==> src/rtl/maxpool_ctrl.sv <==
// maxpool_ctrl: walks a feature map in PxP (stride P) windows and issues the reads.
//   It drives the external running-max register and hands each pooled pixel downstream.
// Ports:
//   clk, master_rst_n    clock, asynchronous active-low reset
//   start, abort         begin a pass (sampled in IDLE), return to IDLE from anywhere
//   base_addr            address of pixel (0,0), latched on an accepted start
//   rd_en, rd_addr       memory read strobe/address, data returns one cycle later
//   mr_ce, mr_rst_m      max register enable and clear
//   max_val              max register output
//   out_data, out_valid, out_ready   pooled pixel valid/ready port
//   busy, done           pass in progress, one-cycle end-of-pass pulse
module maxpool_ctrl #(
   parameter int N      = 16,
   parameter int ADDR_W = 12,
   parameter int P      = 2,
   parameter int IN_W   = 8,
   parameter int IN_H   = 8
) (
   input  logic              clk,
   input  logic              master_rst_n,
   input  logic              start,
   input  logic              abort,
   input  logic [ADDR_W-1:0] base_addr,
   output logic              rd_en,
   output logic [ADDR_W-1:0] rd_addr,
   output logic              mr_ce,
   output logic              mr_rst_m,
   input  logic [N-1:0]      max_val,
   output logic [N-1:0]      out_data,
   output logic              out_valid,
   input  logic              out_ready,
   output logic              busy,
   output logic              done
);
   localparam int OW = IN_W / P;
   localparam int OH = IN_H / P;
   localparam int CW = $clog2((IN_W > IN_H ? IN_W : IN_H) + 1) + 1;
   localparam logic [CW-1:0] P_L = CW'(P - 1);
   localparam logic [CW-1:0] OW_L = CW'(OW - 1);
   localparam logic [CW-1:0] OH_L = CW'(OH - 1);
   localparam logic [CW-1:0] ONE = CW'(1);
   typedef enum logic [2:0] {IDLE, CLEAR, READ, WAIT, OUT} state_t;
   state_t state, state_nx;
   logic [CW-1:0] wr, wc, i, j;
   logic [ADDR_W-1:0] base;
   logic ce_q, last_elem, last_win, hs;
   assign last_elem = (i == P_L) && (j == P_L);
   assign last_win = (wr == OH_L) && (wc == OW_L);
   assign hs = out_valid & out_ready;
   assign busy = state != IDLE;
   assign rd_en = state == READ;
   assign rd_addr = rd_en ? base + ADDR_W'((int'(wr) * P + int'(i)) * IN_W + int'(wc) * P + int'(j)) : '0;
   // Read data lands a cycle after rd_en, so the register enable trails it by one cycle.
   assign mr_ce = (state == CLEAR) | ce_q;
   assign mr_rst_m = state == CLEAR;
   assign out_valid = state == OUT;
   assign out_data = out_valid ? max_val : '0;
   always_comb begin
      state_nx = state;
      case (state)
         IDLE:  state_nx = start ? CLEAR : IDLE;
         CLEAR: state_nx = READ;
         READ:  state_nx = last_elem ? WAIT : READ;
         WAIT:  state_nx = OUT;
         OUT:   state_nx = out_ready ? (last_win ? IDLE : CLEAR) : OUT;
         default: state_nx = IDLE;
      endcase
      if (abort) state_nx = IDLE;
   end
   always_ff @(posedge clk or negedge master_rst_n) begin
      if (!master_rst_n) begin
         state <= IDLE;
         wr <= '0;
         wc <= '0;
         i <= '0;
         j <= '0;
         base <= '0;
         ce_q <= 1'b0;
         done <= 1'b0;
      end else begin
         state <= state_nx;
         ce_q <= rd_en & ~abort;
         done <= hs & last_win & ~abort;
         if (state == IDLE && start && !abort) begin
            wr <= '0;
            wc <= '0;
            i <= '0;
            j <= '0;
            base <= base_addr;
         end
         // i and j both wrap to 0 after the last element, ready for the next window.
         if (state == READ) begin
            j <= (j == P_L) ? '0 : j + ONE;
            if (j == P_L) i <= (i == P_L) ? '0 : i + ONE;
         end
         if (hs) begin
            wc <= (wc == OW_L) ? '0 : wc + ONE;
            if (wc == OW_L) wr <= wr + ONE;
         end
      end
   end
endmodule
==> config.mk <==
export PLATFORM = sky130hd
export DESIGN_NAME = maxpool_ctrl
export DESIGN_NICKNAME = d
export VERILOG_FILES = /design/src/rtl/maxpool_ctrl.sv
export SDC_FILE = /design/constraint.sdc
export NUM_CORES = 1
export LEC_CHECK = 0
export BUFFER_PORTS_ARGS = -buffer_cell sky130_fd_sc_hd__buf_2
export CAP_MARGIN = 20
export CORE_AREA = 2 2 80 82
export DETAILED_ROUTE_END_ITERATION = 10
export DIE_AREA = 0 0 82 84
export PLACE_DENSITY_LB_ADDON = 0.2
export SLEW_MARGIN = 20
export SYNTH_ARGS = -nofsm -noshare
export SYNTH_HDL_FRONTEND = slang
export SYNTH_SLANG_ARGS = --single-unit
export TNS_END_PERCENT = 20
==> constraint.sdc <==
create_clock -name clk -period 3.5 [get_ports clk]
set_input_delay 0.175 -clock clk [delete_from_list [all_inputs] [get_ports clk]]
set_output_delay 0.175 -clock clk [all_outputs]
set_load 0.05 [all_outputs]
Word-level counts from Yosys, hierarchy flattened
Cells that the tools add are included.
Word-level totals
  bits in registers: 37
  bits in latches: 0
  RAM bits: 0
  memory bits (read-only): 0
  input bits: 33
  output and inout port bits: 34
  word-level logic and storage cells: 59
  memories kept: 0
Cells by class
  add/sub/neg operators: 8
  $mul: 0
  div/mod/pow operators: 0
  order comparisons: 0
  eq/ne operators: 8
  shifts and indexed selects: 0
  mux-type cells: 20
  bitwise logic cells: 6
  reductions and logical operators: 9
Operators by type and width (count)
  5-bit 2-to-1 mux: 12
  5-bit by 1-bit adder with 5-bit output (second input constant): 4
  16-bit 2-to-1 mux: 1
  3-bit case mux with 5 select lines: 1
  11-bit by 5-bit adder with 12-bit output: 1
  12-bit adder: 1
  12-bit 2-to-1 mux: 1
  10-bit by 6-bit adder with 11-bit output: 1
  5-bit by 1-bit equality test with 1-bit output (second input constant): 2
  5-bit by 2-bit equality test with 1-bit output (second input constant): 2
  6-bit by 5-bit adder with 7-bit output: 1
  3-bit by 2-bit equality test with 1-bit output (second input constant): 2
  3-bit 2-to-1 mux: 2
  1-bit bitwise AND: 4
  1-bit logical AND: 4
  2-bit nonzero test: 2
  3-bit by 1-bit equality test with 1-bit output (second input constant): 1
  3-bit equality test (second input constant): 1
  3-bit zero test: 1
  1-bit 2-to-1 mux: 3
  3-bit nonzero test: 1
  1-bit zero test: 1
  1-bit NOT: 1
  1-bit bitwise OR: 1

Longest topological paths before layout
Gate-level depths: netlist of run 1.
  depth in word-level cells: 6
  mapped depth: 13
  mapped depth without buffers: 13

Worst setup path after synthesis of run 1
No wires, ideal clock.
  path type: register to output
  start point: reg i[1]
  end point: out rd_addr[10]
  data arrival time: 4123 ps
  data required time: 3325 ps
  setup slack: -798 ps
  cell stages (with the launch flop): 13
  buffers on the path: 0
  cell sequence: dfrtp_1 ha_1 fa_1 inv_1 fa_1 inv_1 ha_1 ha_1 o21a_1 o31a_1 o41a_1 o21a_1 nor3_1
On the way
  longest elaborated chain between the ends: 5
RTL lines
  from (decl): line 44  | logic [CW-1:0] wr, wc, i, j;
  from (signal assigned): line 94  | if (j == P_L) i <= (i == P_L) ? '0 : i + ONE;
  6-bit by 5-bit adder with 7-bit output: line 52  | assign rd_addr = rd_en ? base + ADDR_W'((int'(wr) * P + int'(i)) * IN_W + int'(wc) * P + int'(j)) : '0;
  10-bit by 6-bit adder with 11-bit output: line 52
  11-bit by 5-bit adder with 12-bit output: line 52
  12-bit adder: line 52
  12-bit 2-to-1 mux: line 52
  to (decl): line 25  | output logic [ADDR_W-1:0] rd_addr,
Every way passes these cells.

Final worst setup path of run 1
Ends and elaborated chain as after synthesis.

==> results of run 1 <==
[final cells by class]
cell class / count / area (um^2)
fillers: 550 / 2480
multi-input cells: 223 / 1871
flip-flops and latches: 37 / 925.9
repair buffers: 87 / 525.5
inverters: 27 / 101.3
well taps: 77 / 96.34
clock buffers: 6 / 82.58
clock inverters: 2 / 13.76
[logic make-up (layout without fill, tap and decap cells)]
family,count (synthesis),after routing,share of synthesized area (%)
XOR/XNOR,8,8,2.466
AND/OR/NAND/NOR,99,99,19.95
AO/OA/AOI/OAI,63,63,13.17
multiplexers,12,12,5.548
adder cells (fa/ha/maj),41,41,20.43
buffers and inverters,37,122,5.856
flip-flops,37,37,32.58
[power groups by stage]
stage,Sequential [mW],Combinational [mW],Clock (mW)
2_1_floorplan,0.520,0.344,0
4_1_cts,0.524,0.507,0.336
3_3_place_gp,0.530,0.454,0
3_5_place_dp,0.532,0.465,0
5_1_grt,0.533,0.574,0.353
6_report,0.524,0.507,0.325
[metal layers]
| metal | share of wire (%) | global-route usage (%) | wire length [um] |
|---|---|---|---|
| met4 | 1.3 | 5.909 | 82 |
| met1 | 47 | 26.21 | 2980 |
| met5 | 0 | 0 | 0 |
| met2 | 47 | 32.82 | 2985 |
| met3 | 4.2 | 2.597 | 267 |
[critical path, stage by stage (launching register included)]
cell	delay [ns]
dfrtp_1	0.39
ha_2	0.20
fa_1	0.50
inv_2	0.04
fa_1	0.49
inv_2	0.05
ha_4	0.24
ha_4	0.24
o21a_1	0.16
o31a_1	0.11
o41a_1	0.34
o21a_1	0.19
nor3_2	0.12
buf_6	0.18
[state kept, by name (all words and copies together), names as in the netlist]
register  flops
base         12
ce_q          1
done          1
i             5
j             5
state         3
wc            5
wr            5
[cell usage after synthesis (2+ instances only)]
cell type,count
nand2_1,12
o21a_1,5
nand3_1,11
o31ai_1,4
and2_1,6
dfrtp_1,37
inv_1,26
mux2_2,6
nand2b_1,4
nor4b_1,3
nor2_1,13
or2_2,2
a21oi_1,11
clkbuf_1,6
and3_1,16
a21o_1,5
ha_1,32
nand3b_1,3
nand4_1,4
mux2_4,6
xor2_1,3
nor3b_1,2
nor2b_1,9
xnor2_1,5
a31oi_1,3
a211oi_1,3
nor3_1,8
o21ai_1,4
fa_1,9
buf_6,2
o21ai_0,25
[what timing repair did]
action | in CTS | in global routing
endpoints found under the setup margin | 6 | 6
resized for setup | 20 | 7
buffers inserted | 0 | 1
pin swaps | 7 | 1
[through the flow]
stage                     setup TNS [ns]  area (um^2)  power (mW)  worst slack [ns]  hold WS, ns
after floorplan                   -1.474         2865      0.8634           -0.3939      -0.1206
after global placement           -0.3572         3377      0.9835           -0.1510       0.3442
after detailed placement         -0.5137         3377      0.9973           -0.1992       0.3331
after CTS                        -0.7490         3591       1.368           -0.1975      0.02731
after global routing              -1.586         3616       1.459           -0.3709      0.07414
final                            -0.8873         3616       1.356           -0.2164   -0.0008848
[cells in the final DEF (no fill, tap or decap), types with 4 or more instances in the layout]
| cell type | n |
|---|---|
| nand3_1 | 11 |
| nor3_1 | 6 |
| ha_1 | 25 |
| and2_1 | 6 |
| ha_4 | 6 |
| buf_4 | 21 |
| and3_1 | 16 |
| buf_6 | 6 |
| nand2b_1 | 4 |
| o21ai_1 | 4 |
| a21oi_2 | 5 |
| nand2_1 | 12 |
| o31ai_1 | 4 |
| xnor2_1 | 5 |
| a21o_1 | 5 |
| nor2b_1 | 9 |
| inv_1 | 24 |
| mux2_4 | 6 |
| mux2_2 | 6 |
| buf_2 | 60 |
| nand4_1 | 4 |
| clkbuf_8 | 6 |
| fa_1 | 9 |
| o21ai_0 | 25 |
| a21oi_1 | 6 |
| dfrtp_1 | 37 |
| o21a_1 | 5 |
| nor2_1 | 13 |
[how the worst max path moves through the flow]
stage             endpoint  cells past startpoint  slack [ns]   from
2_1_floorplan  rd_addr[10]                     12       -0.39   i[1]
3_3_place_gp   rd_addr[11]                     13       -0.15   i[1]
3_5_place_dp   rd_addr[11]                     13       -0.20  wr[0]
4_1_cts        rd_addr[10]                     13       -0.20  wr[0]
5_1_grt        rd_addr[10]                     13       -0.37   i[1]
6_report       rd_addr[10]                     13       -0.22   i[1]
==> flow_metrics.py, run 1 <==
metrics = {
    "synthesis": {
        "netlist.area_leader.share_pct": 32.58,
        "synth_edf_count": 0,
        "yosys.area.top_type": "dfrtp_1",
        "ys_types": 43,
        "async_reset_ff_share_pct": 100.0,
        "synthFlopType": "dfrtp_1",
        "synth.top_cells.by_area": "dfrtp_1, ha_1, fa_1, o21ai_0, and3_1",
        "syn-instance-count": 297,
        "syn-num-nets": 371,
        "synth_area_um2": 2841,
        "ys_seq_elements": 37,
        "syn_area_per_cell_um2": 9.567,
        "ys_seq_area_share_pct": 32.58,
        "yosysWarnings": 0,
    },
    "routing": {
        "via_per_inst": 5.281,
        "drt_iter0_markers": 51,
        "vias": 2424,
        "drt_drc_violations_left": 0,
        "totalWireLength_um": 6316,
        "postRouteAntennaNets": 0,
        "wl_per_cell_um": 13.76,
        "drtPass1Iterations": 4,
    },
    "floorplanning": {
        "die_h_um": 84,
        "die_area_um2": 6888,
        "rows": 29,
        "start_util_pct": 46.61,
        "die_w_um": 82,
        "io_pins": 67,
        "coreArea_um2": 6096,
    },
    "layout": {
        "fin_util_pct": 59.32,
        "area_growth_syn_to_layout_pct": 27.26,
        "stdcell_count": 459,
        "antennaDiodeCount": 0,
        "drive_gt1_share_pct": 34.29,
        "final_nets": 455,
    },
    "power_and_ir_drop": {
        "vdd_drop_max_mv": 0.2390,
        "p_switching_mw": 0.4913,
        "internal-power_mw": 0.8647,
        "power_frac_seq_pct": 38.6,
        "p_per_area_nw_per_um2": 375.0,
        "sw_frac_of_total_pct": 36.23,
        "clkPwrFrac_pct": 24.0,
        "combPwrFrac_pct": 37.4,
        "p_leak_nw": 1.862,
    },
    "worst_setup_path": {
        "cp.arrival_ns": 3.54,
        "reg2reg_to": "wr[2]",
        "cp_max_fo": 3,
        "critPathRequiredTime_ns": 3.32,
        "worstRegToRegCells": 6,
        "end_kind": "output pin",
        "r2r_slack_ns": 1.17,
        "start_kind": "register",
        "rr_startpoint": "wc[0]",
        "timing_worst_setup_path_type": "reg -> out",
    },
    "global_route": {
        "globalRouteTotalUtil_pct": 19.67,
        "grt_pass1_wl_um": 10690,
        "grt_pass1_vias": 2392,
        "grt_max_degree": 38,
        "antenna_found_initial": 0,
        "overflow": 0,
    },
    "place": {
        "place_inst": 450,
        "portBuffers": 66,
        "place_hpwl_um": 4616,
        "place_congestion": 0.8101,
    },
    "cts": {
        "cts_made_buffers": 5,
        "ctsHtreeMaxLevel": 2,
        "cts_tree": "built",
        "insertion_delay_ns": 0.29,
        "clk_pin_slew_ns": 0.08,
        "cts.sink_count": 37,
        "cts-root-buf": "clkbuf_8",
        "clockBufferDepth": 2,
        "cts_hold_buffers": 0,
    },
    "sta": {
        "holdWs_ns": -0.0008848,
        "setup_viol": 5,
        "slew-limit-headroom_pct": 38.81,
        "min_period_ns": 3.716,
        "postLayoutSetupSlackWorst_ns": -0.2164,
        "rsz0062_at_grt": "true",
        "finClkSkew_ns": 0.007090,
        "max_freq_mhz": 269.1,
        "tightest_slew_ns": 0.9051,
        "period_share_pct": 106.2,
        "slew_viol_final": 0,
        "hold_viol_final": 4,
    },
    "run_status": {
        "status": "finished with violations",
        "violations": "hold timing, setup timing",
    },
    "flow_run": {
        "cap_viol_max_count": 0,
    },
    "worst_hold_path": {
        "hold_class": "in -> async",
    },
}
Note: power is estimated with default switching activity, not from simulation.
==> run 2, diff against run 1 <==
--- a/config.mk
+++ b/config.mk
@@ -5,11 +5,12 @@
 export SDC_FILE = /design/constraint.sdc
 export NUM_CORES = 1
 export LEC_CHECK = 0
+export ABC_AREA = 1
 export BUFFER_PORTS_ARGS = -buffer_cell sky130_fd_sc_hd__buf_2
 export CAP_MARGIN = 20
-export CORE_AREA = 2 2 80 82
+export CORE_AREA = 2 2 81 83
 export DETAILED_ROUTE_END_ITERATION = 10
-export DIE_AREA = 0 0 82 84
+export DIE_AREA = 0 0 83 85
 export PLACE_DENSITY_LB_ADDON = 0.2
 export SLEW_MARGIN = 20
 export SYNTH_ARGS = -nofsm -noshare
==> flow_metrics.py, run 2 <==
metrics = {
    "layout": {
        "largest_reg_flops": 12,
        "stdcell_count": 536,
        "layout_common_cells": "nand2_1, inv_1, buf_2",
        "drive_gt1_share_pct": 28.54,
        "stdcell_area_um2": 3715,
        "final_common_cell": "nand2_1",
        "top_register": "base",
        "final_nets": 532,
        "antennaDiodeCount": 0,
        "area_growth_syn_to_layout_pct": 26.93,
    },
    "sta": {
        "min_period_ns": 3.457,
        "slew-limit-headroom_pct": 43.56,
        "tightest_slew_ns": 0.8466,
        "period_share_pct": 98.78,
        "postLayoutSetupSlackWorst_ns": 0.04255,
        "setup_viol": 0,
        "holdWs_ns": -0.02838,
        "max_freq_mhz": 289.2,
        "hold_viol_final": 21,
        "finClkSkew_ns": 0.01106,
        "slew_viol_final": 0,
        "rsz0062_at_grt": "true",
    },
    "synthesis": {
        "post-synth-top-count-cell": "nand2_1",
        "netlist.area_leader.share_pct": 31.64,
        "syn-num-nets": 456,
        "synthFlopType": "dfrtp_1",
        "syn_area_per_cell_um2": 7.661,
        "yosysWarnings": 0,
        "synthTopCellsByCount": "nand2_1, inv_1, dfrtp_1",
        "yosys.area.top_type": "dfrtp_1",
        "ys_seq_elements": 37,
        "synth.top_cells.by_area": "dfrtp_1, ha_1, nand2_1, inv_1, fa_1",
        "synth_area_um2": 2927,
        "async_reset_ff_share_pct": 100.0,
        "synth_edf_count": 0,
        "syn-instance-count": 382,
        "ys_types": 29,
        "ys_seq_area_share_pct": 31.64,
    },
    "power_and_ir_drop": {
        "clkPwrFrac_pct": 27.7,
        "sw_frac_of_total_pct": 36.48,
        "combPwrFrac_pct": 34.9,
        "p_per_area_nw_per_um2": 368.2,
        "vdd_drop_max_mv": 0.3956,
        "p_leak_nw": 2.094,
        "p_switching_mw": 0.4990,
        "power_frac_seq_pct": 37.4,
        "internal-power_mw": 0.8688,
        "total_power_mw": 1.368,
    },
    "cts": {
        "clk_pin_slew_ns": 0.09,
        "cts_hold_buffers": 0,
        "insertion_delay_ns": 0.30,
        "ctsHtreeMaxLevel": 2,
        "cts_tree": "built",
        "cts.sink_count": 37,
        "clockBufferDepth": 2,
        "cts-root-buf": "clkbuf_8",
        "cts_made_buffers": 5,
    },
    "place": {
        "place_inst": 520,
        "pre_cts_ws_ns": 0.09488,
        "portBuffers": 66,
        "place_congestion": 0.8754,
        "postPlaceCellArea_um2": 3327,
        "place_hpwl_um": 4866,
    },
    "global_route": {
        "overflow": 0,
        "grt_max_degree": 38,
        "grt_pass1_vias": 2455,
        "antenna_found_initial": 0,
        "grt_pass1_wl_um": 11070,
        "globalRouteTotalUtil_pct": 19.27,
    },
    "floorplanning": {
        "die_area_um2": 7055,
        "die_h_um": 85,
        "io_pins": 67,
        "rows": 29,
        "start_util_pct": 47.17,
        "coreArea_um2": 6205,
        "die_w_um": 83,
    },
    "worst_setup_path": {
        "start_kind": "register",
        "cp_max_fo": 4,
        "cp.arrival_ns": 3.28,
        "end_kind": "output pin",
        "timing_worst_setup_path_type": "reg -> out",
        "critPathRequiredTime_ns": 3.32,
    },
    "routing": {
        "postRouteAntennaNets": 0,
        "drt_iter0_markers": 73,
        "drt_drc_violations_left": 0,
        "totalWireLength_um": 6679,
        "vias": 2654,
        "wl_per_cell_um": 12.46,
        "via_per_inst": 4.951,
        "drtPass1Iterations": 6,
    },
    "run_status": {
        "violations": "hold timing",
        "status": "finished with violations",
    },
    "flow_run": {
        "cap_viol_max_count": 0,
    },
    "worst_hold_path": {
        "hold_class": "in -> async",
    },
}
[run 2: path summary, 6_finish.rpt]
path	startpoint	to	slack (ns)	depth (start not counted)
max in group asynchronous	master_rst_n	wr[0]	2.92	1
min in group clk	base_addr[2]	base[2]	0.06	3
setup / recovery	wr[0]	rd_addr[10]	0.04	14
hold reg to reg	base[8]	base[8]	0.50	2
setup reg to reg	wc[0]	state[0]	1.88	8
hold / removal	master_rst_n	base[1]	-0.03	1
[run 2: repair_timing]
action	4_1_cts	5_1_grt
setup endpoints to repair	6	7
pin swaps	4	17
buffers inserted	2	6
hold endpoints to repair	0	0
gates resized for setup	18	35
[run 2: critical path, stage by stage, from the launching register on]
cell     delay, ns
dfrtp_2       0.44
ha_4          0.17
fa_2          0.52
inv_2         0.04
fa_1          0.51
inv_2         0.05
ha_4          0.22
ha_4          0.32
nand3_2       0.11
nand2_4       0.10
nand3_2       0.10
nand3_2       0.08
nand2_1       0.05
nor2_1        0.13
buf_6         0.17
[run 2: cell families after synthesis]
group,after synthesis,synth area share (%)
flops,37,31.64
buf+inv,80,10.65
fa+ha+maj,41,19.84
xor+xnor,14,4.190
compound gates,44,8.251
simple gates,166,25.44
[run 2: metal layers]
metal  GRT usage [%]  vias up  share of wire (%)
li1                -     1356                  -
met1           24.15     1223                 44
met2           33.28       65                 50
met3           3.696       10                4.4
met4           7.004        0                1.6
met5               0        -                  0
[run 2: final cells by class]
| type | count | area, um^2 |
|---|---|---|
| clock buffers | 5 | 68.82 |
| clock inverters | 3 | 46.29 |
| fillers | 568 | 2490 |
| inverters | 75 | 281.5 |
| multi-input cells | 265 | 1868 |
| flip-flops and latches | 37 | 929.6 |
| well taps | 77 | 96.34 |
| repair buffers | 74 | 424.2 |
[run 2: through the flow]
stage,utilization [%],TNS [ns]
after detailed placement,53.62,0
after CTS,57.11,0
after global routing,59.87,-0.2765
after floorplan,-,-0.05120
final,59.87,0
after global placement,53.62,0
[run 2: power by group through the flow]
stage	clock network [mW]	logic [mW]	registers, mW
after floorplan	0	0.310	0.512
after global placement	0	0.400	0.521
after detailed placement	0	0.407	0.522
after CTS	0.386	0.434	0.514
after global routing	0.405	0.544	0.519
final	0.379	0.477	0.511
